===== config.mk =====
export PLATFORM = sky130hd
export DESIGN_NAME = lsu_ctrl
export DESIGN_NICKNAME = d
export VERILOG_FILES = /design/src/rtl/lsu_ctrl.sv
export SDC_FILE = /design/constraint.sdc
export NUM_CORES = 1
export LEC_CHECK = 0
export ABC_AREA = 1
export ABC_CLOCK_PERIOD_IN_PS = 3600
export BUFFER_PORTS_ARGS = -buffer_cell sky130_fd_sc_hd__buf_2
export CAP_MARGIN = 20
export CORE_AREA = 4 4 128 130
export CTS_BUF_LIST = sky130_fd_sc_hd__clkbuf_8
export CTS_CLUSTER_SIZE = 30
export DETAILED_ROUTE_END_ITERATION = 10
export DIE_AREA = 0 0 132 134
export PLACE_DENSITY = 0.82
export SETUP_SLACK_MARGIN = 0.1
export SLEW_MARGIN = 10
export SYNTH_ARGS = -nofsm -noshare
export SYNTH_HDL_FRONTEND = slang
export SYNTH_SLANG_ARGS = --single-unit
export TNS_END_PERCENT = 1

===== constraint.sdc =====
create_clock -name clk -period 3.6 [get_ports clk]
set_input_delay 0.18 -clock clk [delete_from_list [all_inputs] [get_ports clk]]
set_output_delay 0.18 -clock clk [all_outputs]
set_load 0.01 [all_outputs]

===== src/rtl/lsu_ctrl.sv =====
// Load/store unit controller: sequences one or two aligned word transactions per access,
// merges/extends load data and lane-shifts store data with byte enables.
module lsu_ctrl (
    input  logic        clk,
    input  logic        rst,
    input  logic        mem_req,
    input  logic        mem_we,
    input  logic [2:0]  funct3,
    input  logic [31:0] addr,
    input  logic [31:0] wdata,
    output logic        lsu_stall,
    output logic        lsu_done,
    output logic [31:0] lsu_rdata,
    output logic        dm_req,
    output logic [31:0] dm_addr,
    output logic [3:0]  dm_web,
    output logic [31:0] dm_wdata,
    input  logic        dm_ack,
    input  logic [31:0] dm_rdata
);

    typedef enum logic [1:0] {
        IDLE,
        ACC0,
        ACC1,
        DONE
    } state_t;

    state_t      state_q, state_d;
    logic        we_q, we_d;
    logic [2:0]  f3_q, f3_d;
    logic [31:0] addr_q, addr_d;
    logic [31:0] wdata_q, wdata_d;
    logic [31:0] lo_q, lo_d;
    logic [31:0] hi_q, hi_d;

    logic [1:0]  off;
    logic [31:0] base_addr;
    logic [3:0]  size_mask;
    logic [7:0]  web_span;
    logic [63:0] wdata_span;
    logic [31:0] rd_word;
    logic [31:0] ext_data;

    function automatic logic is_legal(input logic [2:0] f3, input logic we);
        case (f3)
            3'b000, 3'b001, 3'b010: is_legal = 1'b1;
            3'b100, 3'b101:         is_legal = !we;
            default:                is_legal = 1'b0;
        endcase
    endfunction

    // Only called for legal funct3, so the low two bits identify the size.
    function automatic logic is_split(input logic [2:0] f3, input logic [1:0] a_off);
        is_split = ((f3[1:0] == 2'b01) && (a_off == 2'b11)) ||
                   ((f3[1:0] == 2'b10) && (a_off != 2'b00));
    endfunction

    always_ff @(posedge clk) begin
        if (rst) begin
            state_q <= IDLE;
            we_q    <= 1'b0;
            f3_q    <= 3'b000;
            addr_q  <= 32'h0;
            wdata_q <= 32'h0;
            lo_q    <= 32'h0;
            hi_q    <= 32'h0;
        end else begin
            state_q <= state_d;
            we_q    <= we_d;
            f3_q    <= f3_d;
            addr_q  <= addr_d;
            wdata_q <= wdata_d;
            lo_q    <= lo_d;
            hi_q    <= hi_d;
        end
    end

    always_comb begin
        state_d = state_q;
        we_d    = we_q;
        f3_d    = f3_q;
        addr_d  = addr_q;
        wdata_d = wdata_q;
        lo_d    = lo_q;
        hi_d    = hi_q;
        case (state_q)
            IDLE: begin
                if (mem_req) begin
                    we_d    = mem_we;
                    f3_d    = funct3;
                    addr_d  = addr;
                    wdata_d = wdata;
                    // Clearing hi keeps the merge correct for non-split accesses.
                    lo_d    = 32'h0;
                    hi_d    = 32'h0;
                    state_d = is_legal(funct3, mem_we) ? ACC0 : DONE;
                end
            end
            ACC0: begin
                if (dm_ack) begin
                    lo_d    = dm_rdata;
                    state_d = is_split(f3_q, addr_q[1:0]) ? ACC1 : DONE;
                end
            end
            ACC1: begin
                if (dm_ack) begin
                    hi_d    = dm_rdata;
                    state_d = DONE;
                end
            end
            DONE: state_d = IDLE;
            default: state_d = IDLE;
        endcase
    end

    assign off        = addr_q[1:0];
    assign base_addr  = {addr_q[31:2], 2'b00};
    assign web_span   = {4'b0000, size_mask} << off;
    assign wdata_span = {32'h0, wdata_q} << {off, 3'b000};
    assign rd_word    = 32'({hi_q, lo_q} >> {off, 3'b000});

    always_comb begin
        size_mask = 4'b0000;
        case (f3_q[1:0])
            2'b00:   size_mask = 4'b0001;
            2'b01:   size_mask = 4'b0011;
            2'b10:   size_mask = 4'b1111;
            default: size_mask = 4'b0000;
        endcase
    end

    always_comb begin
        ext_data = 32'h0;
        case (f3_q)
            3'b000:  ext_data = {{24{rd_word[7]}}, rd_word[7:0]};
            3'b100:  ext_data = {24'h0, rd_word[7:0]};
            3'b001:  ext_data = {{16{rd_word[15]}}, rd_word[15:0]};
            3'b101:  ext_data = {16'h0, rd_word[15:0]};
            3'b010:  ext_data = rd_word;
            default: ext_data = 32'h0;
        endcase
    end

    // Memory-side outputs depend only on registered state, never on dm_ack.
    always_comb begin
        dm_req    = 1'b0;
        dm_addr   = 32'h0;
        dm_web    = 4'b0000;
        dm_wdata  = 32'h0;
        lsu_done  = 1'b0;
        lsu_rdata = 32'h0;
        case (state_q)
            ACC0: begin
                dm_req  = 1'b1;
                dm_addr = base_addr;
                if (we_q) begin
                    dm_web   = web_span[3:0];
                    dm_wdata = wdata_span[31:0];
                end
            end
            ACC1: begin
                dm_req  = 1'b1;
                dm_addr = base_addr + 32'd4;
                if (we_q) begin
                    dm_web   = web_span[7:4];
                    dm_wdata = wdata_span[63:32];
                end
            end
            DONE: begin
                lsu_done = 1'b1;
                if (!we_q && is_legal(f3_q, we_q)) begin
                    lsu_rdata = ext_data;
                end
            end
            default: ;
        endcase
    end

    assign lsu_stall = mem_req && (state_q != DONE);

endmodule


==> impl_results.md <==
- Status: finished, final reports clean
- Total Wirelength: roughly 27000 microns
- RSZ-0062 raised after global routing: false
- Initial antenna violation count: 3
- Mapped Cells: 1381
- Main synth FF type: dfxtp_1
- Met2 WL: 12800 microns
- R2R Setup Slk: about 0.90 ns
- DR vias/cell: 5.55
- Num CTS Buffers: 17
- Max-slew violation count: 0
- Setup Skew: 0.00855 ns
- Mapped Area: 8230 sq um
- Syn-to-layout area delta: 19.7%
- Worst slew pin tran: around 1.1 ns
- GPL Wtd Cong: 0.973
- Register bit total from synthesis: 126
- Yosys warns: 0
- Gr ovfl total: 0
- Unique masters post-synth: 40
- Core area: 15100 sq um
- Hold Path Stages: 3
- CTS tree: done
- Share of layout cells above drive strength 1: 0.178
- Worst-path clk slew: 0.07 ns
- Via count: a little under 10000
- Routed Antenna Nets: 0
- Reg2Reg Depth: 7
- Worst path max stage delay: 0.61 ns
- Final setup fails: 0
- Hold Fails Final Rpt: 0
- Overall power: 0.00584 W
- Final Cycle Share: 0.855
- First-pass GRT wire length: 43300 microns
- Final worst path period need: 3.08 ns
- Crit Path Max Fanout: 17
- Hold Crit Class: in -> reg
- Cell row count: 45
- Synthesized area per cell: 5.96 sq um
- Critical Path Sink Type: output pin
- EDFF count, synth: 0
- Number of global-route vias before repair: 8666
- Required time worst endpoint: approximately 3.4 ns
- Max Fclk: 0.325 GHz
- DP HPWL: between 15000 and 20000 microns
- Slew headroom: 0.286
- Setup crit start kind: flip-flop
- Max Cap Viol: 0
- GRT Total Usage: 0.297
- Most frequent cells in the layout: nand2_1 (289), buf_2 (204), o21ai_0 (185)
- CTS resizes: 0
- Peak VDD IR: 0.000328 V
- I/O pin cnt: 207
- Initial core utilization: 0.543
- Routed length on met3: 2290 microns
- Async SR Flop Fraction: 0
- Max clock buf depth: 2
- Clk sink count: 126
- Top Metal Used: met5
- Worst skew pair latency: 0.45 ns
- CP Class: reg -> out
- Commonest non-fill, non-tap cell in the layout: nand2_1
- Worst EP arrival: approximately 2.9 ns
- Lkg Pwr: 4.44 nW
- Nets: around 1700
- Setup_tns: 0 ns
- Post-synthesis sequential area ratio: 0.306
- Hold-fix buffers, CTS: 28
- Layout fillers: 1416
- PwrDens: 592 nW/um^2
- Cells along the critical path: inv_1 -> ha_1 -> inv_2 -> o21ai_4 -> nor2_2 -> nor3_4 -> inv_4 -> a21oi_1 -> buf_2
- First-pass DRT Iterations: 6
- Die area: 17700 sq um
- CP max stage cell: nor3_4
- H-tree depth: 4
- DRT iter0 DRCs: 874
- Die H: approximately 130 microns
- Post-CTS Setup Inserts: 0
- Drt wl/cell: around 16 microns
- Horiz. Die Dim: 132 microns
- Clock Tree Root: clkbuf_8
- Port Buffers: around 200
- Largest net degree at the start of global routing: 97
- Remaining DRCs: 0
- M1 WL: 11300 microns
==> area by class of cell <==
type / count / area, sq um / area share
multi-input cells: 992 / 4650 / 0.472
flip-flops and latches: 126 / 2530 / 0.257
repair buffers: 249 / 1430 / 0.145
inverters: 170 / 641 / 0.0650
clock buffers: 20 / 275 / 0.0279
well taps: 188 / 235 / 0.0239
clock inverters: 11 / 93.8 / 0.00953
diodes: 1 / 2.50 / 0.000254
==> kinds of logic (layout without fill, tap and decap cells) <==
group	after synthesis	count (layout)	synth area share
simple gates	599	599	0.297
compound gates	380	380	0.249
buf+inv	264	450	0.130
flops	126	126	0.306
fa+ha+maj	11	11	0.0167
other cells	1	3	0.000456
==> per-stage QoR <==
step | std cells | area, sq um | setup WS [ns] | util | hold slack [ns]
finish | 1757 | 9850 | 0.523 | 0.650 | 0.00707
global route | 1757 | 9850 | 0.401 | 0.650 | 0.00264
CTS | 1755 | 9840 | 0.588 | 0.650 | 0.000377
detailed placement | 1696 | 9190 | 1.01 | 0.607 | 0.439
global placement | 1696 | 9190 | 1.09 | 0.607 | 0.428
floorplan | 1382 | 8240 | 1.71 | - | 0.341
==> worst paths after layout <==
path	from	endpoint
worst min-delay path	dm_rdata[29]	lo_q[29]
worst max-delay path	f3_q[0]	lsu_rdata[10]
worst max register to register	state_q[0]	hi_q[4]
worst min register to register	wdata_q[22]	wdata_q[22]
==> routing by layer <==
metal  global-route usage  vias up
met4                0.117        4
met1                0.378     4381
met5                    0        -
li1                     -     4838
met3               0.0634       72
met2                0.492      463
==> power by group <==
part | switching (W) | total (W) | internal, W | leakage (nW)
clock network | 0.000586 | 0.00117 | 0.000589 | 0.176
registers | 0.000364 | 0.00208 | 0.00171 | 1.03
logic | 0.00178 | 0.00259 | 0.000806 | 3.23
total | 0.00273 | 0.00584 | 0.00311 | 4.44
==> sequential cells by signal, summed over array words and instances (netlist names) <==
name / count
wdata_q: 32
f3_q: 3
lo_q: 32
we_q: 1
state_q: 2
hi_q: 24
addr_q: 32
==> worst max-delay path: cells and delay by family (launching register included) <==
family	cells	cell delay, ns
adders and majority gates	1	0.26
and+or+nand+nor	2	0.70
DFF	1	0.33
buffers and inverters	4	0.59
AOI/OAI and AO/OA	2	0.56
==> cell usage after synthesis (5+ instances only) <==
cell,number,share of area
o211ai_1,8,0.0073
nor3_1,5,0.0030
clkbuf_1,51,0.023
buf_2,25,0.015
dfxtp_1,126,0.31
buf_4,6,0.0055
o22ai_1,28,0.021
inv_2,5,0.0023
o21ai_0,185,0.11
a21oi_1,124,0.075
a31oi_1,17,0.013
inv_1,161,0.073
buf_1,9,0.0041
or2_2,7,0.0053
ha_1,11,0.017
nor2_1,180,0.082
nand3_1,105,0.064
nand2_1,290,0.13
No activity file was read; power rests on OpenSTA's default activity.
